==> config.mk <==
export PLATFORM = sky130hd
export DESIGN_NAME = wl_sortn
export DESIGN_NICKNAME = d
export VERILOG_FILES = /design/src/rtl/wl_sortn.sv
export SDC_FILE = /design/constraint.sdc
export NUM_CORES = 2
export LEC_CHECK = 0
export ABC_AREA = 1
export BUFFER_PORTS_ARGS = -buffer_cell sky130_fd_sc_hd__clkbuf_2
export CAP_MARGIN = 5
export CORE_MARGIN = 3
export CORE_UTILIZATION = 35
export CTS_CLUSTER_SIZE = 12
export DETAILED_ROUTE_END_ITERATION = 7
export GPL_TIMING_DRIVEN = 1
export MAX_ROUTING_LAYER = met4
export PLACE_DENSITY_LB_ADDON = 0.3
export SKIP_LAST_GASP = 1
export SLEW_MARGIN = 30
export SYNTH_ARGS = -nofsm -noshare
export SYNTH_HDL_FRONTEND = slang
export SYNTH_SLANG_ARGS = --single-unit
==> constraint.sdc <==
create_clock -name clk -period 1.66 [get_ports clk]
set_clock_uncertainty 0.05 [all_clocks]
set_input_delay 0.249 -clock clk [delete_from_list [all_inputs] [get_ports clk]]
set_output_delay 0.249 -clock clk [all_outputs]
set_load 0.05 [all_outputs]
==> src/rtl/wl_sortn.sv <==
// wl_sortn: pipelined N-input odd-even transposition sorter with valid/stall, median/max/min taps, optional WL_SORTN_INDEX_EN tags
module wl_sortn #(
  parameter int DW = 8,
  parameter int N = 9,
  parameter int ORDER = 1
) (
  input  logic clk,
  input  logic rst,
  input  logic ce,
  input  logic vin,
  input  logic [N*DW-1:0] din,
  output logic vout,
  output logic [N*DW-1:0] dout,
  output logic [DW-1:0] dmed,
  output logic [DW-1:0] dmax,
  output logic [DW-1:0] dmin
`ifdef WL_SORTN_INDEX_EN
  ,
  output logic [N*$clog2(N)-1:0] dout_idx
`endif
);
`ifdef WL_SORTN_INDEX_EN
  localparam int IW = $clog2(N);
`endif
  localparam int MI = (N - 1) / 2;
  for (genvar s = 0; s < N; s++) begin : st
    logic [N*DW-1:0] pin, nxt, q;
    logic vi, v;
`ifdef WL_SORTN_INDEX_EN
    logic [N*IW-1:0] tin, tnx, t;
`endif
    if (s == 0) begin : g_in
      assign pin = din;
      assign vi = vin;
`ifdef WL_SORTN_INDEX_EN
      for (genvar i = 0; i < N; i++) begin : g_tag
        assign tin[i*IW +: IW] = IW'(i);
      end
`endif
    end else begin : g_ch
      assign pin = st[s-1].q;
      assign vi = st[s-1].v;
`ifdef WL_SORTN_INDEX_EN
      assign tin = st[s-1].t;
`endif
    end
    // compare-exchange on pairs starting at index s%2; equal values stay put so ties are stable
    always_comb begin
      nxt = pin;
`ifdef WL_SORTN_INDEX_EN
      tnx = tin;
`endif
      for (int j = s % 2; j < N - 1; j += 2)
        if (ORDER != 0 ? pin[j*DW +: DW] > pin[(j+1)*DW +: DW] : pin[j*DW +: DW] < pin[(j+1)*DW +: DW]) begin
          nxt[j*DW +: DW] = pin[(j+1)*DW +: DW];
          nxt[(j+1)*DW +: DW] = pin[j*DW +: DW];
`ifdef WL_SORTN_INDEX_EN
          tnx[j*IW +: IW] = tin[(j+1)*IW +: IW];
          tnx[(j+1)*IW +: IW] = tin[j*IW +: IW];
`endif
        end
    end
    // stage register: data loads on every enabled cycle, valid rides alongside
    always_ff @(posedge clk)
      if (rst) begin
        q <= '0;
        v <= 1'b0;
`ifdef WL_SORTN_INDEX_EN
        t <= '0;
`endif
      end else if (ce) begin
        q <= nxt;
        v <= vi;
`ifdef WL_SORTN_INDEX_EN
        t <= tnx;
`endif
      end
  end
  assign vout = st[N-1].v;
  assign dout = st[N-1].q;
  assign dmed = dout[MI*DW +: DW];
  assign dmax = ORDER != 0 ? dout[(N-1)*DW +: DW] : dout[0 +: DW];
  assign dmin = ORDER != 0 ? dout[0 +: DW] : dout[(N-1)*DW +: DW];
`ifdef WL_SORTN_INDEX_EN
  assign dout_idx = st[N-1].t;
`endif
endmodule

Word-level counts from Yosys, hierarchy flattened
Cells that the tools add are included.

Register bits: 657. Bits of input ports: 76. Output and inout bits: 97. Logic and storage cells: 90.

Order comparisons: 36. Muxes and demuxes: 36.

Operator list (number): $mux 16 (36); $gt 8x8->1 (36).

Longest topological paths before layout
Depth after elaboration: 2. Gate-level depth with buffers: 14.

Worst setup path before layout
Ideal clock, no wire load.

Path kind: reg2reg. From: reg st[5].q[31]. To: reg st[6].q[29]. Arrival time: 1.492 ns. Data required time: 1.467 ns. Slack: -0.026 ns. Stages on the path, launching flop included: 11. Buffers on the path: 1. Period minus slack after synthesis: 1.686 ns. Path through: dfxtp_1 > inv_1 > ha_1 > a21o_1 > nor2_1 > nand2_4 > nand2_4 > buf_6 > nand2_2 > nand3_1 > a21oi_2.

Word-level cells in the longest chain between the ends: 2.

Ends and longest elaborated chain: start, declared (RTL line 27) `logic [N*DW-1:0] pin, nxt, q;`; start signal, assigned (RTL line 72) `q <= nxt;`; $gt 8x8->1 (RTL line 54) `if (ORDER != 0 ? pin[j*DW +: DW] > pin[(j+1)*DW +: DW] : pin[j*DW +: DW] < pin[(j+1)*DW +: DW]) begin`; $mux 16 (RTL line 54); end signal, assigned (RTL line 72); end, declared (RTL line 27).

Every way passes these cells. A chain may end at the register's enable or synchronous reset.

Worst setup path after layout
From: reg st[5].q[48]. To: reg st[6].q[61].

Same word-level chain as after synthesis.

==> metrics.yaml <==
finalCriticalPeriod_ns: 1.82
switching_share_pct: 48.0
numCtsBuffers: 79
tritoncts: "done"
critPathKind: "reg -> reg"
grt_antenna_before_repair: 0
cts_hold_buf: 49
synth_compound_area_share_pct: 12.1
timing.final.crit_share_pct: 110
syn_avg_cell_area_um2: 7.45
ant_nets: 0
clockPowerShare_pct: 11.3
ys_ff_latch: 657
via_per_inst: 4.94
synthCells: 5671
cts-root-buf: "clkbuf_16"
path_clk_slew_ns: 0.06
power_frac_comb_pct: 74.1
core_um2: 119000
synth_nets: 6035
finalHoldViolations: 9
gp_congestion: 0.875
ys_types: 24
synth.area.mux_share_pct: 0
tightest_slew_ns: 0.513
cp.arrival_ns: 2.36
drt_first_pass_iters: 5
mostFrequentLayoutCells: "nand2_1 (963), buf_4 (744), nand3_2 (563), nand3_1 (479), inv_1 (458)"
drive_above_1_share_pct: 57.5
synth-xor-area-share_pct: 0
finalHoldWorstSlack_ns: -0.137
internal-power_mw: 81.6
slew_headroom_pct: 65.8
seq_power_share_pct: 14.6
hold_path.class: "in -> reg"
vias: 41000
fin_setup_tns_ns: -20.99
num-nets-final: 7014
die_area_um2: 125000
io_buffers: 172
drt-initial-drc-count: 2015
fill_cells: 10300
syn-cell-area_um2: 42300
required_ns: 2.19
yosysWarnings: 0
dp.cells: 7853
rsz0062_at_grt: "yes"
post-route-util_pct: 54.6
grt_pass1_vias: 39000
synth_simple_gate_area_share_pct: 37.3
boundaryPins: 173
setup_violations: 429
start_kind: "flip-flop"
clk_latency_ns: 0.66
routed_wl_mm: 133
ys_seq_area_share_pct: 31.1
layout.cells.non_filler: 8310
ir_worst_vdd_uv: 1800
cp_max_fo: 8
start_util_pct: 35.6
grt_pass1_wl_mm: 200
p_per_area_nw_per_um2: 2420
drv_cap: 0
drv_slew: 0
fmax_mhz: 549
antenna_cells: 0
num_rows: 126
hpwlAfterDp_mm: 86.1
fp.dieW_um: 354
fin_ws_ns: -0.163
overflow: 0
end_kind: "flip-flop"
switching_power_mw: 75.3
synth_top_family_by_area: "simple AND/OR/NAND/NOR gates"
leakage_nw: 26.9
max-clock-path-buffers: 3
status: "finished, violations left"
wl_per_cell_um: 15.9
synthAdderAreaFrac_pct: 8.53
grtUsageTotal_pct: 19.5
post-route-drc-count: 0
violations: "hold timing, setup timing"
area_delta_synth_final_pct: 53.4
final_common_cell: "nand2_1"
cts.sinks: 657
htreeDepth: 3
die_h_um: 354
grt_max_degree: 90
-- metal layers --
| layer | vias up | GRT usage, % | share of wire [%] | routed length [um] |
|---|---|---|---|---|
| met1 | 19500 | 24.0 | 43 | 56900 |
| li1 | 20600 | - | - | - |
| met2 | 687 | 33.8 | 51 | 68000 |
| met3 | 263 | 2.06 | 2.7 | 3600 |
| met5 | - | - | 0 | 0 |
| met4 | 0 | 5.41 | 3.0 | 4010 |
-- kinds of logic (layout without fill, tap and decap cells) --
logic type	after synthesis	in the layout
AND/OR/NAND/NOR	2906	2931
buffers and inverters	1055	2069
AO/OA/AOI/OAI	765	765
flip-flops	657	657
adder cells (fa/ha/maj)	288	288
-- flip-flops by register name, summed over array words and instances, names as in the netlist --
register and cells:
dout 72, st.q 576, st.v 8, vout 1
-- metrics by stage --
step	power, mW	cell area, um^2	setup slack, ns
after CTS	128	57500	-0.0694
after floorplan	75.7	42300	0.00314
after detailed placement	94.9	49700	-0.220
after global placement	93.8	49700	-0.202
final	157	64800	-0.163
after global routing	167	64800	-0.247
-- cell usage after synthesis (all sizes together) --
cell type	instances	area share, %
nand3	1152	16
nand4	36	1.8
inv	705	6.3
nor2	152	2.2
nand2	1566	17
ha	288	8.5
dfxtp	657	31
a21o	36	0.64
clkbuf	60	0.53
a21oi	665	10
buf	290	4.2
a211oi	64	1.1
-- power by group through the flow --
stage               clock network (mW)  registers, mW  logic, mW
finish                            17.7           22.9        116
global route                      18.8           23.2        125
CTS                               18.1           22.3       87.5
detailed placement                   0           22.1       72.8
global placement                     0           22.0       71.7
floorplan                            0           23.2       52.4
-- final timing paths --
kind / start / to / slack [ns] / cells past startpoint
setup / recovery: st[5].q[48] / st[6].q[61] / -0.16 / 13
hold / removal: rst / st[3].q[48] / -0.14 / 2
setup reg to reg: st[5].q[48] / st[6].q[61] / -0.16 / 13
hold reg to reg: st[5].q[32] / st[5].q[32] / 0.41 / 2
-- area by class of cell --
type	instances	area, um^2	area share [%]
Multi-Input combinational cell	3984	33100	51.0
Sequential cell	657	13500	20.8
Timing Repair Buffer	1223	10900	16.8
Inverter	705	2740	4.22
Clock buffer	109	2250	3.47
Tap cell	1600	2000	3.09
Clock inverter	32	379	0.585
-- worst max-delay path: stages, from the launching register on --
cell and delay, ns:
dfxtp_2 0.34, inv_2 0.07, ha_1 0.21, inv_1 0.07, nand2_1 0.08, nand2_1 0.09, nand2_1 0.06, nand2_1 0.07
nand2_2 0.10, nand2_8 0.14, nand2_8 0.12, nand2_2 0.11, nand3_4 0.10, a21oi_2 0.15
-- repair_timing --
| item | CTS | global route |
|---|---|---|
| buffers inserted | 87 | 120 |
| gates cloned | 37 | 27 |
| gates resized for setup | 784 | 1338 |
| pin swaps | 310 | 682 |
| setup endpoints to repair | 495 | 588 |
| endpoints found under the hold margin | 65 | 9 |
No activity file was read; power rests on OpenSTA's default activity.
